==> config.mk <==
export PLATFORM = sky130hd
export DESIGN_NAME = write_port_arbiter8
export DESIGN_NICKNAME = d
export VERILOG_FILES = /design/src/rtl/write_port_arbiter8.sv
export SDC_FILE = /design/constraint.sdc
export NUM_CORES = 1
export LEC_CHECK = 0
export ABC_AREA = 1
export BUFFER_PORTS_ARGS = -buffer_cell sky130_fd_sc_hd__buf_2
export CORE_MARGIN = 2
export CORE_UTILIZATION = 44
export CTS_CLUSTER_SIZE = 28
export DETAILED_ROUTE_END_ITERATION = 6
export PLACE_DENSITY_LB_ADDON = 0.08
export SLEW_MARGIN = 30
export SYNTH_ARGS = -nofsm -noshare
export SYNTH_HDL_FRONTEND = slang
export SYNTH_SLANG_ARGS = --single-unit
==> constraint.sdc <==
create_clock -name clk -period 3.4 [get_ports clk]
set_clock_uncertainty 0.05 [all_clocks]
set_input_delay 0.34 -clock clk [delete_from_list [all_inputs] [get_ports clk]]
set_output_delay 0.34 -clock clk [all_outputs]
set_load 0.02 [all_outputs]
==> src/rtl/write_port_arbiter8.sv <==
// Eight-requester round-robin write-port arbiter with registered outputs.
// Optional grant watchdog compiled in with the ARB_TIMEOUT_EN macro.
module write_port_arbiter8 #(
    parameter int TIMEOUT = 15
) (
    input  logic       clk,
    input  logic       reset_n,
    input  logic [7:0] req,
    input  logic       done,
    output logic [7:0] gnt,
    output logic [2:0] gnt_idx,
    output logic       gnt_valid,
    output logic       timeout
);

    typedef enum logic [1:0] {
        ST_IDLE    = 2'd0,
        ST_GRANT   = 2'd1,
        ST_RELEASE = 2'd2
    } state_t;

    state_t     state_r;
    state_t     state_nxt_s;
    logic [2:0] ptr_r;
    logic [2:0] ptr_nxt_s;
    logic [2:0] gnt_idx_r;
    logic [2:0] gnt_idx_nxt_s;
    logic [7:0] gnt_r;
    logic [7:0] gnt_nxt_s;
    logic       gnt_valid_r;
    logic       gnt_valid_nxt_s;
    logic [3:0] pick_s;
    logic       release_s;
    logic       expire_s;

    if ((TIMEOUT < 2) || (TIMEOUT > 255)) begin : g_timeout_range
        $error("write_port_arbiter8: TIMEOUT must lie in 2..255");
    end

    // First set bit at or above p, wrapping; MSB of the result flags a hit.
    function automatic logic [3:0] rr_pick(input logic [7:0] r, input logic [2:0] p);
        logic [3:0] res;
        logic [2:0] idx;
        res = 4'b0000;
        for (int i = 7; i >= 0; i--) begin
            idx = p + 3'(i);
            if (r[idx]) begin
                res = {1'b1, idx};
            end else begin
                res = res;
            end
        end
        return res;
    endfunction

    function automatic logic [7:0] onehot8(input logic [2:0] idx);
        return 8'(8'h01 << idx);
    endfunction

    assign pick_s    = rr_pick(req, ptr_r);
    assign release_s = (state_r == ST_GRANT) && (done || !req[gnt_idx_r]);

`ifdef ARB_TIMEOUT_EN
    localparam logic [7:0] TO_LAST_C = 8'(TIMEOUT - 1);

    logic [7:0] wd_cnt_r;
    logic       timeout_r;

    // Watchdog: zero in every non-GRANT cycle, so it reads 0 on the first GRANT cycle.
    always_ff @(posedge clk or negedge reset_n) begin
        if (!reset_n) begin
            wd_cnt_r <= 8'd0;
        end else if (state_r == ST_GRANT) begin
            wd_cnt_r <= wd_cnt_r + 8'd1;
        end else begin
            wd_cnt_r <= 8'd0;
        end
    end

    // Done/abandon outrank the watchdog on the same cycle.
    assign expire_s = (state_r == ST_GRANT) && !release_s && (wd_cnt_r == TO_LAST_C);

    // Timeout pulse lands in the RELEASE cycle.
    always_ff @(posedge clk or negedge reset_n) begin
        if (!reset_n) begin
            timeout_r <= 1'b0;
        end else begin
            timeout_r <= expire_s;
        end
    end

    assign timeout = timeout_r;
`else
    assign expire_s = 1'b0;
    assign timeout  = 1'b0;
`endif

    // State and registered-output update.
    always_ff @(posedge clk or negedge reset_n) begin
        if (!reset_n) begin
            state_r     <= ST_IDLE;
            ptr_r       <= 3'd0;
            gnt_idx_r   <= 3'd0;
            gnt_r       <= 8'h00;
            gnt_valid_r <= 1'b0;
        end else begin
            state_r     <= state_nxt_s;
            ptr_r       <= ptr_nxt_s;
            gnt_idx_r   <= gnt_idx_nxt_s;
            gnt_r       <= gnt_nxt_s;
            gnt_valid_r <= gnt_valid_nxt_s;
        end
    end

    // Next-state decode.
    always_comb begin
        state_nxt_s = state_r;
        case (state_r)
            ST_IDLE: begin
                if (pick_s[3]) begin
                    state_nxt_s = ST_GRANT;
                end else begin
                    state_nxt_s = ST_IDLE;
                end
            end
            ST_GRANT: begin
                if (release_s || expire_s) begin
                    state_nxt_s = ST_RELEASE;
                end else begin
                    state_nxt_s = ST_GRANT;
                end
            end
            ST_RELEASE: state_nxt_s = ST_IDLE;
            default:    state_nxt_s = ST_IDLE;
        endcase
    end

    // Next values of the registered outputs and the search pointer.
    always_comb begin
        ptr_nxt_s       = ptr_r;
        gnt_idx_nxt_s   = gnt_idx_r;
        gnt_nxt_s       = gnt_r;
        gnt_valid_nxt_s = gnt_valid_r;
        case (state_r)
            ST_IDLE: begin
                if (pick_s[3]) begin
                    gnt_idx_nxt_s   = pick_s[2:0];
                    gnt_nxt_s       = onehot8(pick_s[2:0]);
                    gnt_valid_nxt_s = 1'b1;
                end else begin
                    gnt_nxt_s       = 8'h00;
                    gnt_valid_nxt_s = 1'b0;
                end
            end
            ST_GRANT: begin
                if (release_s || expire_s) begin
                    ptr_nxt_s       = gnt_idx_r + 3'd1;
                    gnt_nxt_s       = 8'h00;
                    gnt_valid_nxt_s = 1'b0;
                end else begin
                    gnt_nxt_s       = onehot8(gnt_idx_r);
                    gnt_valid_nxt_s = 1'b1;
                end
            end
            ST_RELEASE: begin
                gnt_nxt_s       = 8'h00;
                gnt_valid_nxt_s = 1'b0;
            end
            default: begin
                gnt_nxt_s       = 8'h00;
                gnt_valid_nxt_s = 1'b0;
            end
        endcase
    end

    assign gnt       = gnt_r;
    assign gnt_idx   = gnt_idx_r;
    assign gnt_valid = gnt_valid_r;

endmodule

==> summary.txt <==
antenna cells - 0
critical-path maximum fanout - 12
pin count of the biggest net entering global routing - 17
CP endpoint kind - flop
die width - 62.10 um
initial antenna violation count - 0
Core Region - 0.003284 mm^2
#FFs+latches synth - 16
DR vias/cell - 4.903
Worst-path clk slew - 100 ps
max-cap violation count - 0
crit path time final - 2632 ps
Final Max Tran Viols - 0
antenna viol nets, final - 0
DRC Markers - 0
Final #Nets - 273
number of DRC markers in iteration 0 - 52
Yosys warnings - 0
Crit-path slowest cell - dfrtp_1
crit path from - ptr_r[0]$_DFFE_PN0P_
most frequent cells after synthesis - 73 x nand2_1, 31 x nand3_1, 20 x inv_1
CP cell instances - inv_2 -> ha_1 -> inv_1 -> nand3_1 -> nand3_1 -> nand2_1 -> nor2_1 -> inv_1 -> o21ai_0 -> nand2_1 -> nand2_4 -> inv_2 -> nand4_1 -> nand2_1
Avg Cell Area, Syn - 6.485 um^2
Critical Path Start Type - flop
cell mode on critical path - nand2_1
RSZ-0062 raised after global routing - false
Synth Instances - 229
Arr. time, crit path - 2760 ps
CTS tree - yes
root buf cell - clkbuf_4
grt ovf - 0
post-CTS sizing - 0
Starting Density - 45.22%
XOR/XNOR share of the synthesized area - 0%
adder-cell area share of the yosys netlist - 6.740%
leading post-synthesis cells by cell area - dfrtp_1 27%, nand2_1 18%, nand3_1 10%, ha_1 6.7%, nand3_2 6.1%
TritonCTS buffer count - 3
clock latency on the worst-skew pair - 290 ps
IO Port Bufs - 22
fillers - 356
Mapped Area - 0.001485 mm^2
first-pass GRT wire length - 6575 um
number of global-route vias before repair - 1433
Min-Delay Path Class - in -> reg
most common cell in the synthesized netlist - nand2_1
post-DR wirelength/cell - 12.33 um
RePlAce Congestion - 0.8974
layout cells sized above 1 - 24.51%
Synth async-reset ratio - 100.0%
CP peak stage delay - 560 ps
share of the synthesized area in the top cell type - 26.96%
run status - completed
DP Wirelength - 3053 um
gr usage total - 21.01%
worst r2r src - ptr_r[0]$_DFFE_PN0P_
mux share of post-synthesis cell area - 0%
Setup CP Type - reg -> reg
site row count - 21
Pre-antenna DRT Iters - 4
Synth Area in Compound Gates - 9.099%
largest family of logic cells by synthesized area - simple AND/OR/NAND/NOR gates
buffers and inverters on the worst path - 4
data required time at the worst endpoint - 3520 ps
hold_sp - done
clock sink total - 16
Final Setup Violations - 0
Post-Route Setup TNS - 0 ps
# H-tree levels - 1
postcts setup bufs - 0
CP top delay family - simple AND/OR/NAND/NOR gates
simple-gate area share of the yosys netlist - 47.51%
synthesis-to-finish area growth - 13.06%
number of flops mapped to enable cells by yosys - 0
Synth area leader - dfrtp_1
fmax - 379.9 MHz
Vias - 1466
Top FF cell, synth - dfrtp_1
sequential area share after synthesis - 26.96%
Distinct cells, synth - 27
WL final - 3687 um
CTS Buffer Depth - 2
final period utilization - 77.42%
R2R setup slack - 770 ps
die area - 0.003856 mm^2
Fin. Hold Viols - 0
syn nets - 248
# IOs - 24
chip height - 62.10 um
## path summary, 6_finish.rpt
path / endpoint / cells after the start
max: gnt[6]$_DFF_PN0_ / 14
min: state_r[0]$_DFF_PN0_ / 5
max reg2reg: gnt[6]$_DFF_PN0_ / 14
min reg2reg: gnt_idx[1]$_DFFE_PN0P_ / 2
max in group asynchronous: gnt_idx[1]$_DFFE_PN0P_ / 2
min in group asynchronous: gnt_idx[2]$_DFFE_PN0P_ / 2
## worst register-to-register path, delay by kind of cell, from the launching register on
kind / cells / cell delay, ps
flip-flops: 1 / 560
buffers and inverters: 4 / 460
AND/OR/NAND/NOR: 8 / 830
adder cells (fa/ha/maj): 1 / 430
AO/OA/AOI/OAI: 1 / 170
## cells in the final DEF (no fill, tap or decap), types with 3 or more instances in the layout
master and n:
dfrtp_1 16, nand3_2 9, nand4_1 4, ha_1 8, nand3_1 31, inv_2 9
nor2_1 14, nand2_2 9, a21oi_1 8, clkbuf_4 3, inv_1 20, nand2_1 73
o21ai_0 10, buf_2 22
## layer usage
metal | global-route usage (%) | up-vias | routed length, um
met4 | 4.167 | 0 | 23
met2 | 31.52 | 34 | 1590
li1 | - | 784 | -
met5 | 0 | - | 0
met3 | 6.159 | 4 | 222
met1 | 30.21 | 644 | 1850
## cell families after synthesis
kind of cell    after synthesis
buf+inv                      34
simple gates                147
flops                        16
other cells                   1
fa+ha+maj                     8
compound gates               23
## layout make-up
class	instances	area (um^2)	share of cell area, %
flip-flops and latches	16	400.4	23.85
well taps	46	57.56	3.428
inverters	31	120.1	7.153
multi-input cells	179	944.7	56.26
clock buffers	4	36.28	2.161
repair buffers	23	120.1	7.153
## timing repair
item | CTS | global route
endpoints found under the hold margin | 16 | 0
endpoints found under the setup margin | 0 | 0
hold buffers | 1 | 0
## per-stage QoR
stage	instances	hold slack (ps)	setup slack, ps	cell area (um^2)	util (%)
final	299	423.3	767.9	1679	51.12
after global routing	299	440.3	496.3	1679	51.12
after CTS	299	406.7	779.0	1679	51.12
after detailed placement	294	225.8	816.2	1633	49.71
after global placement	294	220.0	778.9	1633	49.71
after floorplan	229	-5.591	1200	1485	-
## registers in the layout, summed over array words and instances (netlist names)
register / cells
state_r: 2
ptr_r: 3
gnt_idx: 3
gnt: 8
Power is left out: the tool's default activity adds up to more than one toggle a clock period on the data nets, which glitch-free logic cannot reach.
